--- src/rtl/fpu_arith_pkg.sv ---
// Shared opcodes, dispatcher states, flag/condition-code bit positions and
// the FP80 indefinite constant used by the FPU arithmetic dispatcher.
package fpu_arith_pkg;

  localparam logic [3:0] OP_ADD    = 4'd0;
  localparam logic [3:0] OP_SUB    = 4'd1;
  localparam logic [3:0] OP_MUL    = 4'd2;
  localparam logic [3:0] OP_DIV    = 4'd3;
  localparam logic [3:0] OP_I16FP  = 4'd4;
  localparam logic [3:0] OP_I32FP  = 4'd5;
  localparam logic [3:0] OP_FPI16  = 4'd6;
  localparam logic [3:0] OP_FPI32  = 4'd7;
  localparam logic [3:0] OP_F32FP  = 4'd8;
  localparam logic [3:0] OP_F64FP  = 4'd9;
  localparam logic [3:0] OP_FPF32  = 4'd10;
  localparam logic [3:0] OP_FPF64  = 4'd11;
  localparam logic [3:0] OP_SQRT   = 4'd12;
  localparam logic [3:0] OP_SIN    = 4'd13;
  localparam logic [3:0] OP_COS    = 4'd14;
  localparam logic [3:0] OP_SINCOS = 4'd15;

  typedef enum logic [2:0] {
    ST_IDLE   = 3'd0,
    ST_ISSUE  = 3'd1,
    ST_WAIT   = 3'd2,
    ST_RESP_P = 3'd3,
    ST_RESP_S = 3'd4
  } disp_state_e;

  localparam int FLAG_INVALID     = 5;
  localparam int FLAG_DENORMAL    = 4;
  localparam int FLAG_ZERO_DIVIDE = 3;
  localparam int FLAG_OVERFLOW    = 2;
  localparam int FLAG_UNDERFLOW   = 1;
  localparam int FLAG_INEXACT     = 0;

  localparam int CC_LESS      = 3;
  localparam int CC_EQUAL     = 2;
  localparam int CC_GREATER   = 1;
  localparam int CC_UNORDERED = 0;

  localparam logic [79:0] FP80_INDEFINITE = 80'hFFFF_C000_0000_0000_0000;
  localparam logic [5:0]  FLAGS_TIMEOUT   = 6'(1) << FLAG_INVALID;
  localparam logic [3:0]  CC_TIMEOUT      = 4'(1) << CC_UNORDERED;

endpackage

--- src/rtl/fpu_result_pack.sv ---
// Selects the 80-bit response word for an opcode; narrow conversion results
// are zero-extended, everything else passes the unit's full-width result.
module fpu_result_pack
  import fpu_arith_pkg::*;
(
  input  logic [3:0]  op,
  input  logic [79:0] result,
  input  logic [15:0] int16_out,
  input  logic [31:0] int32_out,
  input  logic [31:0] fp32_out,
  input  logic [63:0] fp64_out,
  output logic [79:0] packed_data
);

  always_comb begin
    packed_data = result;
    unique case (op)
      OP_FPI16: packed_data = {64'b0, int16_out};
      OP_FPI32: packed_data = {48'b0, int32_out};
      OP_FPF32: packed_data = {48'b0, fp32_out};
      OP_FPF64: packed_data = {16'b0, fp64_out};
      default:  packed_data = result;
    endcase
  end

endmodule

--- src/rtl/fpu_arith_dispatcher.sv ---
// Command-side initiator for the FPU arithmetic unit: latches one request,
// pulses the unit enable, waits for done (with timeout) and streams results.
module fpu_arith_dispatcher
  import fpu_arith_pkg::*;
#(
  parameter int TIMEOUT_CYCLES = 1024,
  parameter int TAG_W          = 3
)
(
  input  logic             clk,
  input  logic             reset_n,
  input  logic             cmd_valid,
  output logic             cmd_ready,
  input  logic [3:0]       cmd_op,
  input  logic [1:0]       cmd_rmode,
  input  logic [79:0]      cmd_a,
  input  logic [79:0]      cmd_b,
  input  logic [TAG_W-1:0] cmd_tag,
  output logic [3:0]       au_operation,
  output logic             au_enable,
  output logic [1:0]       au_rounding_mode,
  output logic [79:0]      au_operand_a,
  output logic [79:0]      au_operand_b,
  output logic [15:0]      au_int16_in,
  output logic [31:0]      au_int32_in,
  output logic [31:0]      au_fp32_in,
  output logic [63:0]      au_fp64_in,
  input  logic [79:0]      au_result,
  input  logic [79:0]      au_result_secondary,
  input  logic             au_has_secondary,
  input  logic [15:0]      au_int16_out,
  input  logic [31:0]      au_int32_out,
  input  logic [31:0]      au_fp32_out,
  input  logic [63:0]      au_fp64_out,
  input  logic             au_done,
  input  logic [5:0]       au_flags,
  input  logic [3:0]       au_cc,
  output logic             rsp_valid,
  input  logic             rsp_ready,
  output logic [79:0]      rsp_data,
  output logic             rsp_last,
  output logic [5:0]       rsp_flags,
  output logic [3:0]       rsp_cc,
  output logic [TAG_W-1:0] rsp_tag,
  output logic             rsp_timeout,
  output logic             busy
);

  localparam int              CNT_W    = (TIMEOUT_CYCLES > 2) ? $clog2(TIMEOUT_CYCLES) : 1;
  localparam logic [CNT_W-1:0] CNT_LAST = CNT_W'(TIMEOUT_CYCLES - 1);

  disp_state_e      r_state;
  logic [3:0]       r_op;
  logic [1:0]       r_rmode;
  logic [79:0]      r_a;
  logic [79:0]      r_b;
  logic [TAG_W-1:0] r_tag;
  logic [CNT_W-1:0] r_cnt;
  logic [79:0]      r_data;
  logic [79:0]      r_sec;
  logic             r_has_sec;
  logic [5:0]       r_flags;
  logic [3:0]       r_cc;
  logic             r_timeout;
  logic [79:0]      w_packed;

  fpu_result_pack u_pack (
    .op          (r_op),
    .result      (au_result),
    .int16_out   (au_int16_out),
    .int32_out   (au_int32_out),
    .fp32_out    (au_fp32_out),
    .fp64_out    (au_fp64_out),
    .packed_data (w_packed)
  );

  always_ff @(posedge clk or negedge reset_n) begin
    if (!reset_n) begin
      r_state   <= ST_IDLE;
      r_op      <= '0;
      r_rmode   <= '0;
      r_a       <= '0;
      r_b       <= '0;
      r_tag     <= '0;
      r_cnt     <= '0;
      r_data    <= '0;
      r_sec     <= '0;
      r_has_sec <= 1'b0;
      r_flags   <= '0;
      r_cc      <= '0;
      r_timeout <= 1'b0;
    end else begin
      unique case (r_state)
        ST_IDLE: begin
          if (cmd_valid) begin
            r_op    <= cmd_op;
            r_rmode <= cmd_rmode;
            r_a     <= cmd_a;
            r_b     <= cmd_b;
            r_tag   <= cmd_tag;
            r_state <= ST_ISSUE;
          end
        end
        ST_ISSUE: begin
          r_cnt   <= '0;
          r_state <= ST_WAIT;
        end
        // done is level-held from the previous op until enable, so it is only trusted here
        ST_WAIT: begin
          if (au_done) begin
            r_data    <= w_packed;
            r_sec     <= au_result_secondary;
            r_has_sec <= au_has_secondary;
            r_flags   <= au_flags;
            r_cc      <= au_cc;
            r_timeout <= 1'b0;
            r_state   <= ST_RESP_P;
          end else if (r_cnt == CNT_LAST) begin
            r_data    <= FP80_INDEFINITE;
            r_sec     <= '0;
            r_has_sec <= 1'b0;
            r_flags   <= FLAGS_TIMEOUT;
            r_cc      <= CC_TIMEOUT;
            r_timeout <= 1'b1;
            r_state   <= ST_RESP_P;
          end else begin
            r_cnt <= r_cnt + CNT_W'(1);
          end
        end
        ST_RESP_P: begin
          if (rsp_ready) r_state <= r_has_sec ? ST_RESP_S : ST_IDLE;
        end
        ST_RESP_S: begin
          if (rsp_ready) r_state <= ST_IDLE;
        end
        default: r_state <= ST_IDLE;
      endcase
    end
  end

  always_comb begin
    cmd_ready   = (r_state == ST_IDLE);
    busy        = (r_state != ST_IDLE);
    au_enable   = (r_state == ST_ISSUE);
    rsp_valid   = 1'b0;
    rsp_data    = '0;
    rsp_last    = 1'b0;
    rsp_flags   = '0;
    rsp_cc      = '0;
    rsp_tag     = '0;
    rsp_timeout = 1'b0;
    if (r_state == ST_RESP_P) begin
      rsp_valid   = 1'b1;
      rsp_data    = r_data;
      rsp_last    = ~r_has_sec;
      rsp_flags   = r_flags;
      rsp_cc      = r_cc;
      rsp_tag     = r_tag;
      rsp_timeout = r_timeout;
    end else if (r_state == ST_RESP_S) begin
      rsp_valid   = 1'b1;
      rsp_data    = r_sec;
      rsp_last    = 1'b1;
      rsp_tag     = r_tag;
      rsp_timeout = r_timeout;
    end
  end

  assign au_operation     = r_op;
  assign au_rounding_mode = r_rmode;
  assign au_operand_a     = r_a;
  assign au_operand_b     = r_b;
  assign au_int16_in      = r_a[15:0];
  assign au_int32_in      = r_a[31:0];
  assign au_fp32_in       = r_a[31:0];
  assign au_fp64_in       = r_a[63:0];

endmodule

--- config.mk ---
export PLATFORM = sky130hd
export DESIGN_NAME = fpu_arith_dispatcher
export DESIGN_NICKNAME = d
export VERILOG_FILES = /design/src/rtl/fpu_arith_pkg.sv /design/src/rtl/fpu_result_pack.sv /design/src/rtl/fpu_arith_dispatcher.sv
export SDC_FILE = /design/constraint.sdc
export NUM_CORES = 1
export LEC_CHECK = 0
export ABC_AREA = 1
export CAP_MARGIN = 0
export CORE_AREA = 2 2 354 356
export DETAILED_ROUTE_END_ITERATION = 7
export DIE_AREA = 0 0 356 358
export PLACE_DENSITY = 0.37
export SLEW_MARGIN = 5
export SYNTH_ARGS = -nofsm -noshare
export SYNTH_HDL_FRONTEND = slang
export SYNTH_SLANG_ARGS = --single-unit
--- constraint.sdc ---
create_clock -name clk -period 1.5 [get_ports clk]
set_clock_uncertainty 0.05 [all_clocks]
set_input_delay 0.225 -clock clk [delete_from_list [all_inputs] [get_ports clk]]
set_output_delay 0.225 -clock clk [all_outputs]
set_load 0.01 [all_outputs]
==> results of run 1 <==
==> power groups by stage <==
stage	Clock, µW	Combinational, µW	Sequential [µW]
finish	12200	36200	16900
global route	13100	39000	17500
CTS	12800	35100	16900
detailed placement	0	30500	17300
global placement	0	30600	17200
floorplan	0	13600	17300
==> registers in the layout, summed over array words and instances, names as in the netlist, 2 cells and up <==
name,cells
au_operand_b,80
au_rounding_mode,2
r_tag,3
au_operand_a,80
r_cc,4
r_state,3
r_cnt,10
au_operation,4
r_sec,80
r_flags,6
r_data,80
==> per-layer routing <==
| layer | up-vias | wire length (µm) |
|---|---|---|
| met5 | - | 255 |
| met4 | 40 | 2820 |
| met3 | 201 | 8150 |
| met2 | 707 | 57000 |
| met1 | 7918 | 36200 |
| li1 | 8068 | - |
==> synthesized netlist by cell type (4+ instances only) <==
master    count  area, µm²
nand2_1     478       1790
dfrtp_1     354       8860
inv_1       188        706
buf_4       153       1150
nor2_1      118        443
o21ai_0     107        536
mux2_1      100       1130
o21ai_1     100        500
mux2_2       63        709
a21oi_1      62        310
o22ai_1      46        288
buf_2        36        180
clkbuf_1     22       82.6
buf_6        18        203
buf_1         9       33.8
nand3_1       8       40.0
inv_2         5       18.8
nand4_1       4       25.0
==> logic make-up (layout without fill, tap and decap cells) <==
group	after synthesis	after routing	share of synthesized area, %
AO/OA/AOI/OAI	319	319	9.69
XOR/XNOR	1	1	0.0509
flip-flops	354	354	51.5
multiplexers	163	163	10.7
AND/OR/NAND/NOR	624	628	14.1
buffers and inverters	433	1520	13.9
other	0	13	0
adder cells (fa/ha/maj)	1	1	0.0727
==> per-stage QoR <==
| step | setup WS [ns] | cells | utilization [%] |
|---|---|---|---|
| finish | -0.785 | 4636 | 26.5 |
| global route | -0.876 | 4632 | 26.4 |
| CTS | -0.874 | 4599 | 25.7 |
| detailed placement | -0.609 | 4360 | 23.1 |
| global placement | -0.565 | 4360 | 23.1 |
| floorplan | -0.0733 | 1895 | - |
==> repair_timing <==
action,CTS,global route
pin swaps,6,7
setup buffers,144,13
setup endpoints to repair,763,743
gates cloned,9,12
endpoints found under the hold margin,354,0
hold buffers,2,0
gates resized for setup,1430,159
==> path summary, 6_finish.rpt <==
path	slack [ns]	endpoint	cells after the start	from
max	-0.79	rsp_data[44]	8	r_state[1]
min	0.11	r_sec[60]	3	au_result_secondary[60]
max reg2reg	-0.53	au_operand_a[69]	9	r_state[0]
min reg2reg	0.43	r_data[11]	2	r_data[11]
max in group asynchronous	0.26	r_flags[5]	3	reset_n
min in group asynchronous	0.26	r_data[15]	3	reset_n
==> cells in the final DEF, fill, tap and decap left out, types with 26 or more instances in the layout <==
master,n
clkbuf_16,55
inv_1,185
buf_2,134
buf_12,53
mux2_1,100
dfrtp_1,328
o21ai_0,68
nor2_1,101
a21oi_1,60
o21ai_1,112
dfrtp_2,26
clkdlybuf4s50_1,596
o22ai_2,29
mux2_2,63
buf_6,231
nand2_1,455
buf_4,171
==> worst min-delay path, cell delays in order <==
cell and delay [ns]:
clkdlybuf4s50_1 0.39, nand2_1 0.06, o21ai_1 0.06
==> final cells by class <==
type | count | area, µm² | share of cell area (%)
diodes | 13 | 32.5 | 0.0997
clock buffers | 68 | 1390 | 4.25
clock inverters | 19 | 282 | 0.863
inverters | 194 | 763 | 2.34
multi-input cells | 1112 | 6710 | 20.6
flip-flops and latches | 354 | 8890 | 27.3
well taps | 1637 | 2050 | 6.28
repair buffers | 1239 | 12500 | 38.3
==> flow_summary_export.csv, run 1 <==
group,metric,value,unit
route,vias,16934,
route,post_drt_via_cell_ratio,3.65,
route,drc,0,
finish,finish.instance_area,32600,µm²
floorplanning,initial_utilization,13.9,%
synth,syn_area,17200,µm²
power,seq_power_share,25.9,%
critical_path,crit_path_cell_trace,"inv_2 > nand3_4 > buf_4 > buf_6 > buf_6 > buf_12 > o22ai_1 > buf_2",
floorplanning,chipHeight,358,µm
timing,fin_crit,2.29,ns
grt,met1_usage,15.5,%
clocking,insertion_delay,0.61,ns
floorplanning,rows,129,
critical_path,crit_buf_inv,6,
place,placed_cell_area,28500,µm²
grt,grt_pass1_wl,138000,µm
timing,hold_viol_final,0,
outcome,violations,"negative setup slack",
critical_path,crit_family,"buffers and inverters",
power,p_leak,0.0147,µW
synth,synthFlopType,"dfrtp_1",
job,drv_cap,0,
outcome,outcome,"complete, but fails checks",
floorplanning,ioPinCount,898,
critical_path,worstPathArrival,2.01,ns
place,dp_hpwl,81200,µm
critical_path,max_stage_delay,0.42,ns
finish,fillers,13311,
timing,setup_viol,708,
critical_path,critical-path-slowest-cell,"dfrtp_1",
synth,synth_warnings,0,
clocking,cts_sinks,354,
synth,ys_seq_area_share,51.5,%
grt,grt_pass1_vias,17572,
power,switching_power,24700,µW
timing,holdWs,0.113,ns
grt,overflow,0,
power,vdd_drop_max,1100,µV
timing,period_share,152,%
timing,maxSlewViolCount,0,
critical_path,crit_top_cell,"buf_6",
finish,drive_above_1_share,30.9,%
route,wl_per_cell,22.5,µm
power,p_total,65400,µW
critical_path,crit_path_end_kind,"primary output",
floorplanning,die-area,127000,µm²
synth,syn_avg_cell_area,9.07,µm²
grt,top_usage_layer,"met2",
clocking,ctsRootBufferMaster,"clkbuf_16",
clocking,clk_pin_slew_worst_paths,0.06,ns
clocking,clockBufferDepth,3,
power,pwr-share-clk,18.7,%
timing,rsz0062_at_grt,"yes",
grt,grt_max_degree,76,
floorplanning,die_w,356,µm
critical_path,crit_type,"flop to primary output",
floorplanning,coreArea,123000,µm²
timing,tightest_slew,1.09,ns
timing,maxSlewHeadroom,27.0,%
grt,met2_usage,29.9,%
clocking,cts_tree,"built",
timing,tns,-251.46,ns
grt,met3_usage,5.06,%
clocking,htreeDepth,2,
critical_path,start_kind,"flop",
synth,synth-seq-cells,354,
route,drtPass1Iterations,4,
clocking,cts_inserted_buffers,48,
timing,fmax,438,MHz
synth,synth_fp_nets,2385,
place,portBuffers,897,
route,drt_iter0_drc,559,
route,postRouteAntennaNets,0,
finish,syn_to_final_growth,89.7,%
route,drt_wl_total,104000,µm
synth,synth.distinct_cells,31,
critical_path,cp_max_fo,11,
power,cellPowerDensity,2010,nW/µm²
place,gp_congestion,0.795,
power,switching_share,37.8,%
finish,finalNetCount,3439,
grt,grt_usage,15.4,%
synth,synth_edf_count,0,
grt,antenna_found_initial,78,
synth,synthCells,1895,
power,p_int,40700,µW
timing,fin_ws,-0.785,ns
critical_path,crit_required,1.22,ns
power,p_comb_share,55.4,%
synth,synthArstFlopShare,100,%
min_path,min_path_type,"input port to flop",
Power figures use the tool's default switching activity.
==> inputs of run 2 (changes only) <==
Settings changed: SETUP_SLACK_MARGIN set to 0.4.
==> run 2 against run 1 <==
Effect of this change:
- the run still ends with negative setup slack left
- sequential power barely moved
- core utilization grew 4.4 points
- first-iteration DRC count rose by 8.8%
- routed wire length rose by 11%
- largest power group unchanged
- global-route usage grew 1.5 points
- setup slack got worse by 0.087 ns
- critical endpoint is now rsp_data[38]
- maximum frequency decreased by 3.7%
- flip-flop and latch count stayed put
- via count grew 7.0%
==> flow_summary_export.csv, run 2 (same netlist as run 1, synthesis figures left out) <==
group,metric,value,unit
outcome,outcome,"complete, but fails checks",
outcome,violations,"negative setup slack",
place,dp_cells,4359,
critical_path,crit_buf_inv,5,
place,dp_hpwl,82000,µm
grt,grt_pass1_wl,148000,µm
route,drc,0,
floorplanning,ioPinCount,898,
clocking,ctsRootBufferMaster,"clkbuf_16",
floorplanning,die_w,356,µm
place,gp_congestion,0.833,
timing,fmax,421,MHz
floorplanning,chipHeight,358,µm
critical_path,cp_max_fo,5,
timing,fin_crit,2.37,ns
finish,final_common_cell,"clkdlybuf4s50_1",
grt,overflow,0,
power,vdd_drop_max,1160,µV
clocking,clockBufferDepth,3,
timing,setup_viol,611,
critical_path,crit_family,"buffers and inverters",
clocking,cts_inserted_buffers,48,
clocking,insertion_delay,0.63,ns
min_path,min_path_type,"input port to flop",
min_path,holdPathEnd,"r_sec[53]",
clocking,clk_pin_slew_worst_paths,0.06,ns
floorplanning,coreArea,123000,µm²
critical_path,r2r_end,"r_data[5]",
critical_path,worst-path-stages,7,
route,vias,18123,
grt,grt_pass1_vias,18101,
power,seq_power_share,21.9,%
finish,finish.instance_area,38100,µm²
critical_path,start_kind,"flop",
critical_path,crit_type,"flop to primary output",
route,wl_per_cell,23.9,µm
finish,drive_above_1_share,50.2,%
critical_path,critical-path-slowest-cell,"dfrtp_1",
grt,grt_usage,16.9,%
clocking,htreeDepth,2,
critical_path,reg2reg_from,"r_state[1]",
timing,tns,-342.91,ns
timing,period_share,158,%
critical_path,ff2ff_setup_slack,-0.80,ns
min_path,hold_path_depth,3,
critical_path,crit_path_end_kind,"primary output",
floorplanning,die-area,127000,µm²
finish,fin_util,30.9,%
place,placed_cell_area,28600,µm²
place,portBuffers,897,
place,post-place-ws,-0.516,ns
grt,grt_max_degree,59,
route,drt_iter0_drc,608,
critical_path,worstRegToRegCells,15,
min_path,worstHoldStart,"au_result_secondary[53]",
finish,layout.cells.non_filler,4860,
clocking,cts_sinks,354,
timing,maxSlewHeadroom,19.3,%
finish,fillers,12870,
power,cellPowerDensity,2050,nW/µm²
critical_path,max_stage_delay,0.43,ns
floorplanning,rows,129,
critical_path,worstPathArrival,2.10,ns
power,p_leak,0.0180,µW
timing,hold_viol_final,0,
grt,antenna_found_initial,78,
route,postRouteAntennaNets,0,
route,drtPass1Iterations,4,
critical_path,crit_path_cell_trace,"inv_2 > nand3_4 > buf_12 > buf_16 > buf_4 > o22ai_2 > buf_2",
finish,finalNetCount,3660,
power,pwr-share-clk,15.9,%
timing,rsz0062_at_grt,"yes",
timing,tightest_slew,1.21,ns
finish,syn_to_final_growth,121,%
critical_path,crit_required,1.22,ns
route,post_drt_via_cell_ratio,3.73,
power,p_int,48600,µW
job,drv_cap,0,
clocking,cts_tree,"built",
power,switching_share,37.6,%
floorplanning,initial_utilization,13.9,%
finish,final_cell_mix,"clkdlybuf4s50_1 (487), buf_6 (443), nand2_1 (336)",
power,p_comb_share,62.2,%
route,drt_wl_total,116000,µm
power,switching_power,29300,µW
timing,maxSlewViolCount,0,
timing,fin_ws,-0.873,ns
## run 2: final cells by class
| class | instances | area, µm² | area share [%] |
|---|---|---|---|
| timing repair buffer | 1458 | 16000 | 42.2 |
| sequential | 354 | 8890 | 23.4 |
| multi-input combinational | 1114 | 8590 | 22.6 |
| tap | 1637 | 2050 | 5.38 |
| clock buffer | 67 | 1370 | 3.61 |
| inverter | 194 | 764 | 2.01 |
| clock inverter | 21 | 304 | 0.799 |
| antenna | 15 | 37.5 | 0.0986 |
## run 2: worst min-delay path, delay by kind of cell
kind,cells,cell delay (ns)
buf+inv,1,0.39
compound gates,1,0.05
simple gates,1,0.06
## run 2: what timing repair did
item / CTS / global route
hold endpoints to repair: 354 / 0
gates resized for setup: 2209 / 735
pin swaps: 22 / 67
setup buffers: 222 / 112
hold buffers: 2 / 0
cloned: 39 / 23
setup endpoints to repair: 763 / 770
## run 2: power by group through the flow
stage / sequential (µW) / combinational, µW / clock [µW]
after detailed placement: 17300 / 30900 / 0
after global routing: 17600 / 51600 / 13300
after CTS: 17000 / 39800 / 12900
after floorplan: 17300 / 13800 / 0
after global placement: 17200 / 31000 / 0
final: 17100 / 48500 / 12400
## run 2: worst max-delay path by stage
| stage | start | endpoint | slack, ns |
|---|---|---|---|
| after floorplan | r_cnt[0] | r_data[32] | -0.07 |
| after global routing | r_state[1] | rsp_data[34] | -0.98 |
| after detailed placement | r_state[0] | rsp_data[46] | -0.52 |
| after global placement | r_state[0] | rsp_data[40] | -0.50 |
| after CTS | r_state[1] | rsp_data[34] | -0.94 |
| final | r_state[1] | rsp_data[38] | -0.87 |
## run 2: per-stage QoR
step	power [µW]	hold slack (ns)
global route	82400	0.0392
floorplan	31100	-0.121
finish	78000	0.0765
detailed placement	48100	0.0380
global placement	48100	0.0374
CTS	69700	0.000914
## run 2: metal layers
| layer | vias to the layer above | track usage (%) | routed length, µm |
|---|---|---|---|
| met5 | - | 0 | 241 |
| met4 | 38 | 5.39 | 4170 |
| met3 | 222 | 5.41 | 8980 |
| met2 | 740 | 32.1 | 62100 |
| met1 | 8600 | 17.3 | 40400 |
| li1 | 8523 | - | - |
